`src/rtl/connect_suite_crossing_pipe.sv`:
```
// Lane-parallel adder (o1 = i1, o2 = o1 + i2) feeding a first-word fall-through result FIFO.
// Optional macro CROSSING_PIPE_CHAIN_EN chains o2 of lane k-1 into lane k in place of i2.
module connect_suite_crossing_pipe #(
   parameter int W     = 8,
   parameter int CH    = 4,
   parameter int DEPTH = 4
) (
   input  logic                       clk,
   input  logic                       reset,
   input  logic                       io_in_valid,
   output logic                       io_in_ready,
   input  logic [CH*W-1:0]            io_in_i1,
   input  logic [CH*W-1:0]            io_in_i2,
   output logic                       io_out_valid,
   input  logic                       io_out_ready,
   output logic [CH*W-1:0]            io_out_o1,
   output logic [CH*W-1:0]            io_out_o2,
   input  logic                       io_flush,
   output logic [$clog2(DEPTH):0]     io_count,
   output logic [1:0]                 o_dbg_state
);
   // Handshake: a transfer happens on a rising edge where valid and ready are both high;
   // ready never depends on the same-cycle pop, so a full FIFO refuses input even if drained.
   localparam int PW = $clog2(DEPTH);
   localparam int CW = PW + 1;
   localparam logic [CW-1:0] FULL_CNT = CW'(DEPTH);

   typedef enum logic [1:0] {
      ST_EMPTY   = 2'd0,
      ST_PARTIAL = 2'd1,
      ST_FULL    = 2'd2
   } state_t;

   state_t          r_state;
   state_t          w_state_nxt;
   logic [PW-1:0]   r_wr_ptr;
   logic [PW-1:0]   r_rd_ptr;
   logic [CW-1:0]   r_count;
   logic [CW-1:0]   w_count_nxt;
   logic [CH*W-1:0] r_mem_o1 [DEPTH];
   logic [CH*W-1:0] r_mem_o2 [DEPTH];
   logic [CH*W-1:0] w_o2;
   logic [W-1:0]    w_add;
   logic [W-1:0]    w_prev;
   logic            w_push;
   logic            w_pop;

   assign io_in_ready  = (r_count < FULL_CNT) & ~io_flush;
   assign io_out_valid = (r_count != '0);
   assign w_push       = io_in_valid & io_in_ready;
   assign w_pop        = io_out_valid & io_out_ready;
   assign io_count     = r_count;
   assign o_dbg_state  = r_state;
   assign io_out_o1    = io_out_valid ? r_mem_o1[r_rd_ptr] : '0;
   assign io_out_o2    = io_out_valid ? r_mem_o2[r_rd_ptr] : '0;

   // Per-lane sum; the chained build ripples lane k-1's wrapped sum into lane k.
   always_comb begin
      w_o2   = '0;
      w_prev = '0;
      w_add  = '0;
      for (int k = 0; k < CH; k++) begin
`ifdef CROSSING_PIPE_CHAIN_EN
         w_add = (k == 0) ? io_in_i2[k*W +: W] : w_prev;
`else
         w_add = io_in_i2[k*W +: W];
`endif
         w_prev          = io_in_i1[k*W +: W] + w_add;
         w_o2[k*W +: W]  = w_prev;
      end
   end

   always_comb begin
      w_count_nxt = r_count;
      if (io_flush) begin
         w_count_nxt = '0;
      end else begin
         case ({w_push, w_pop})
            2'b10:   w_count_nxt = r_count + 1'b1;
            2'b01:   w_count_nxt = r_count - 1'b1;
            default: w_count_nxt = r_count;
         endcase
      end
      if (w_count_nxt == '0) begin
         w_state_nxt = ST_EMPTY;
      end else if (w_count_nxt == FULL_CNT) begin
         w_state_nxt = ST_FULL;
      end else begin
         w_state_nxt = ST_PARTIAL;
      end
   end

   always_ff @(posedge clk) begin
      if (reset) begin
         r_wr_ptr <= '0;
         r_rd_ptr <= '0;
         r_count  <= '0;
         r_state  <= ST_EMPTY;
      end else if (io_flush) begin
         r_wr_ptr <= '0;
         r_rd_ptr <= '0;
         r_count  <= '0;
         r_state  <= ST_EMPTY;
      end else begin
         if (w_push) r_wr_ptr <= r_wr_ptr + 1'b1;
         if (w_pop)  r_rd_ptr <= r_rd_ptr + 1'b1;
         r_count <= w_count_nxt;
         r_state <= w_state_nxt;
      end
   end

   // Storage needs no reset: outputs are masked to zero whenever the FIFO is empty.
   always_ff @(posedge clk) begin
      if (w_push && !reset) begin
         r_mem_o1[r_wr_ptr] <= io_in_i1;
         r_mem_o2[r_wr_ptr] <= w_o2;
      end
   end

endmodule

```
`config.mk`:
```
export PLATFORM = sky130hd
export DESIGN_NAME = connect_suite_crossing_pipe
export DESIGN_NICKNAME = d
export VERILOG_FILES = /design/src/rtl/connect_suite_crossing_pipe.sv
export SDC_FILE = /design/constraint.sdc
export NUM_CORES = 1
export LEC_CHECK = 0
export CAP_MARGIN = 20
export CORE_UTILIZATION = 60
export CTS_CLUSTER_DIAMETER = 60
export DETAILED_ROUTE_END_ITERATION = 16
export PLACE_DENSITY_LB_ADDON = 0.08
export SETUP_SLACK_MARGIN = 0.15
export SYNTH_ARGS = -nofsm -noshare
export SYNTH_HDL_FRONTEND = slang
export SYNTH_SLANG_ARGS = --single-unit
```
`constraint.sdc`:
```
create_clock -name clk -period 4.55 [get_ports clk]
set_clock_uncertainty 0.05 [all_clocks]
set_input_delay 0.91 -clock clk [delete_from_list [all_inputs] [get_ports clk]]
set_output_delay 0.91 -clock clk [all_outputs]
set_load 0.01 [all_outputs]
```
## Word level (Yosys, flattened, before mapping)

Memories as Yosys holds them, arrays and structs flattened. A register that Yosys moved wholly into a read port is not among the register bits.
Cells that the tools add are included.

- Register bits after elaboration: 9
- Latch bits: 0
- Bits in writable memories: 256
- Bits in read-only memories: 0
- Input bits: 69
- Output and inout port bits: 71
- Word-level logic and storage cells: 39
- Memories kept: 2

- Add/subtract/negate cells: 8
- Multipliers: 0
- Divide/modulo/power cells: 0
- Order comparisons: 1
- Equal/unequal tests: 3
- Shift operators: 0
- Mux-type cells: 11
- Bitwise operators: 4
- Reduce and logical (&&, ||, !) cells: 6

Memories:

| memory | words | bits a word | rd ports | clocked after Yosys merged registers in | wr ports | RTL line | text |
|---|---|---|---|---|---|---|---|
| r_mem_o1 | 4 | 32 | 1 | 1 | 1 | 40 | `logic [CH*W-1:0] r_mem_o1 [DEPTH];` |
| r_mem_o2 | 4 | 32 | 1 | 1 | 1 | 41 | `logic [CH*W-1:0] r_mem_o2 [DEPTH];` |

Operator list:

| cell | count |
|---|---|
| two-way mux 32 bit | 2 |
| adder 8 bit | 4 |
| two-way mux 2 bit | 5 |
| one-hot mux 3 bit (2 select lines) | 1 |
| adder 2 x 1 -> 2 bit (second input constant) | 2 |
| adder 3 x 1 -> 3 bit (second input constant) | 1 |
| AND 1 bit | 3 |
| == test 3 bit (second input constant) | 1 |
| logical NOT 3 bit | 1 |
| < comparator 3 bit (second input constant) | 1 |
| two-way mux 3 bit | 1 |
| nonzero test 3 bit | 1 |
| OR reduction 3 bit | 1 |
| subtractor 3 x 1 -> 3 bit (second input constant) | 1 |
| == test 2 x 1 -> 1 bit (second input constant) | 1 |
| == test 2 bit (second input constant) | 1 |
| two-way mux 1 bit | 2 |
| OR reduction 2 bit | 1 |
| logical AND 1 bit | 1 |
| logical NOT 1 bit | 1 |
| NOT 1 bit | 1 |

## Longest topological paths before layout

- Depth in word-level cells: 8
- Gate-level depth with buffers: 8
- Gate-level depth less buffers: 8

## Worst setup path after synthesis

OpenSTA, ideal clock, no wires.

- Kind: in2reg
- Start: input io_flush
- End: memory r_mem_o1[0][0] in the netlist's numbering, enable pin
- Library setup time: 429 ps
- Arrival: 2909 ps
- Required time: 4071 ps
- Setup slack: 1162 ps
- Cell stages on the path: 4
- Path buffers: 0
- Cell sequence: nor2_1 > nand2_1 > nor2_1 > and2_1

- Longest elaborated chain between the ends: 6

RTL lines:

| element | RTL line | text |
|---|---|---|
| start, declared | 18 | `input logic io_flush,` |
| NOT 1 bit | 48 | `assign io_in_ready = (r_count < FULL_CNT) & ~io_flush;` |
| AND 1 bit | 48 |  |
| AND 1 bit | 50 | `assign w_push = io_in_valid & io_in_ready;` |
| logical AND 1 bit | 114 | `if (w_push && !reset) begin` |
| two-way mux 1 bit | 114 |  |
| two-way mux 1 bit (not written as such) | 115 | `r_mem_o1[r_wr_ptr] <= io_in_i1;` |
| end, declared | 40 |  |

No other way between the ends.

==> out/summary.txt <==
power per standard cell area -> 395 nW/um^2
largest net degree at the start of global routing -> 68
grt ovf -> 0
first-pass GRT wire length -> 33700 um
sequential power share -> 50.6%
Worst Hold Depth -> 2
row cnt -> 49
routability cong. -> 0.751
via/cell ratio -> 5.85
Ports -> 140
TritonCTS Sinks -> 267
worst-path cell chain -> buf_4 -> mux4_2 -> and2_1 -> clkdlybuf4s50_1
fraction of layout cells with a size suffix above 1 -> 15.8%
Setup CP Type -> reg2out
Slew Viols, Final -> 0
Logic pwr share -> 7.8%
asr flop ratio synth -> 0%
final non-filler cell area -> 13900 um^2
Synth Net Count -> 719
die area -> 19500 um^2
Root Driver -> clkbuf_16
Primary FF master, synth -> edfxtp_1
Core ar. -> 18300 um^2
setup TNS after final layout -> 0 ns
Sw Share -> 21.3%
Clk Latency, worst-skew pair -> 0.53 ns
CTS tree -> done
dpl ws -> 1.19 ns
initial antenna violation count -> 0
CP arrival -> 2.86 ns
drt wl/cell -> 20.9 um
R2R Setup Slk -> 1.68 ns
CTS H-tree depth -> 1
area delta synth->final -> 22.5%
gr usage total -> 22.6%
CTS Buf Count -> 29
via count -> 5938
unrepaired setup endpoints after global routing -> no
maximum vdd drop -> 376 uV
count of final setup violators -> 0
Yosys top cell area share -> 67.6%
post-CTS setup buffers -> 0
Synth Cell Area -> 11400 um^2
Synthesis Warnings -> 0
Synth Instances -> 612
CP delay by family, top -> buffers and inverters
worst hold path startpoint -> r_rd_ptr[1]$_SDFFE_PP0P_
Req. time, crit path -> 3.59 ns
Placed Area -> 13000 um^2
CP Capture Type -> output port
launching point of the worst reg2reg path -> io_count[1]$_SDFF_PP0_
Total Routed Length -> 21300 um
cts repair resizes -> 0
remaining antenna violation count -> 0
Reg2Reg Depth -> 7
Final WS setup -> 0.731 ns
area occupied by multi-input gates -> 3250 um^2
EDFF count, synth -> 256
syn avg cell area -> 18.6 um^2
CP peak stage delay -> 0.78 ns
clock share of power -> 41.6%
Achievable Freq -> 0.262 GHz
DRT iter0 DRCs -> 310
CTS clk-pin slew, worst paths -> 0.06 ns
Residual DRC -> 0
clk buf depth -> 3
fill cell count -> 1061
hold path endpoint -> r_rd_ptr[1]$_SDFFE_PP0P_
Synth area leaders -> edfxtp_1 68%, mux4_2 13%, and2_1 3.8%
Seq/Total Area, Yosys -> 69.6%
number of global-route vias before repair -> 6359
outcome -> completed
Final Hold Viols -> 0
clock period minus worst slack -> 3.82 ns
Net Sw Power -> 0.00118 W
Die W -> 140 um
final worst-path cycle share -> 83.9%
sequential cell area -> 7920 um^2
cts hold-fix bufs -> 0
largest area contributor in the netlist -> edfxtp_1
PortBufs -> 139
DR pass1 iterations -> 5
DP Wirelength -> 12300 um
Hold Path Class -> reg2reg
Lkg Pwr -> 4.61 nW
WP buf/inv -> 2
R2R Path End -> o_dbg_state[1]$_SDFF_PP0_
# diodes -> 0
slowest CP cell -> dfxtp_4
Die Height -> 140 um
Hold Slack -> 0.505 ns
starting density of the core -> 62.2%
#FFs+latches synth -> 267
CP Launch Type -> register
worst-margin pin slew -> 1.03 ns
Max Cap Violations -> 0
post-synth cell types -> 35
Layout Nets -> 872
Slew headroom -> 31.0%
Internal Power -> 0.00433 W
crit-path max FO -> 32
==> worst register-to-register path, stage by stage, from the launching register on <==
cell     delay (ns)
dfxtp_1        0.36
or3_2          0.74
and2_1         0.30
ha_1           0.23
fa_1           0.47
nor3b_1        0.23
a21oi_1        0.08
nor4_1         0.30
==> power groups by stage <==
| stage | Combinational, W | Clock (W) | Sequential, W |
|---|---|---|---|
| after floorplan | 0.000241 | 0 | 0.00283 |
| after detailed placement | 0.000429 | 0 | 0.00284 |
| after global routing | 0.000473 | 0.00242 | 0.00279 |
| final | 0.000432 | 0.00229 | 0.00278 |
| after CTS | 0.000433 | 0.00233 | 0.00278 |
| after global placement | 0.000410 | 0 | 0.00283 |
==> registers in the layout, indices dropped and copies added (netlist names), named ones only <==
| signal | cells |
|---|---|
| r_mem_o1 | 128 |
| r_mem_o2 | 128 |
| io_count | 3 |
| o_dbg_state | 2 |
| r_rd_ptr | 2 |
| r_wr_ptr | 2 |
==> cell usage in the layout (no fill, tap or decap), drive strengths merged, types with 7 or more instances in the layout <==
cell / n
nor2b: 7
mux4: 64
edfxtp: 256
nor2: 18
xor2: 10
xnor2: 16
clkbuf: 31
o21ai: 13
ha: 33
o211ai: 7
clkdlybuf4s50: 139
dfxtp: 11
and2: 69
clkinv: 11
inv: 25
a21oi: 17
==> Yosys cell counts, drive strengths merged (5+ instances only) <==
library cell,count
nand3,5
o21ai,13
buf,13
inv,21
edfxtp,256
a21oi,17
dfxtp,11
mux4,64
nor2b,7
xnor2,16
ha,33
o211ai,7
and2,69
clkbuf,9
xor2,10
fa,5
nor2,18
==> worst max-delay path by stage <==
stage | from | endpoint | slack, ns | cells after the start
after global placement | register | io_out_o2[18] | 1.22 | 4
after CTS | register | io_out_o1[22] | 0.63 | 4
after floorplan | io_flush | r_mem_o1[0][0]$_DFFE_PP_ | 1.16 | 4
final | register | io_out_o1[22] | 0.73 | 4
after global routing | register | io_out_o1[22] | 0.55 | 4
after detailed placement | register | io_out_o1[22] | 1.19 | 4
==> per-layer routing <==
layer  part of all wire [%]  track usage (%)  routed length [um]
met1                     42             29.3                8870
met2                     51             39.6               10800
met3                    5.6             4.47                1200
met4                    1.8             5.78                 381
met5                      0                0                   0
==> logic make-up after synthesis <==
group,Yosys count,share of synthesized area [%]
AOI/OAI and AO/OA,57,3.15
buffers and inverters,43,1.96
and+or+nand+nor,115,5.97
adders and majority gates,38,4.51
muxes,66,12.9
xor gates and xnor gates,26,2.00
DFF,267,69.6
==> metrics by stage <==
stage | total power (W) | utilization, % | instances
finish | 0.00551 | 76.2 | 1015
global route | 0.00568 | 76.2 | 1015
CTS | 0.00555 | 76.1 | 1014
detailed placement | 0.00327 | 71.0 | 962
global placement | 0.00324 | 71.0 | 962
floorplan | 0.00307 | - | 612
==> final cells by class <==
| class | instances | area share (%) |
|---|---|---|
| flip-flops and latches | 267 | 56.8 |
| multi-input cells | 302 | 23.3 |
| repair buffers | 144 | 10.4 |
| clock buffers | 31 | 5.27 |
| well taps | 229 | 2.06 |
| clock inverters | 21 | 1.49 |
| inverters | 21 | 0.566 |
No activity file was read; power rests on OpenSTA's default activity.
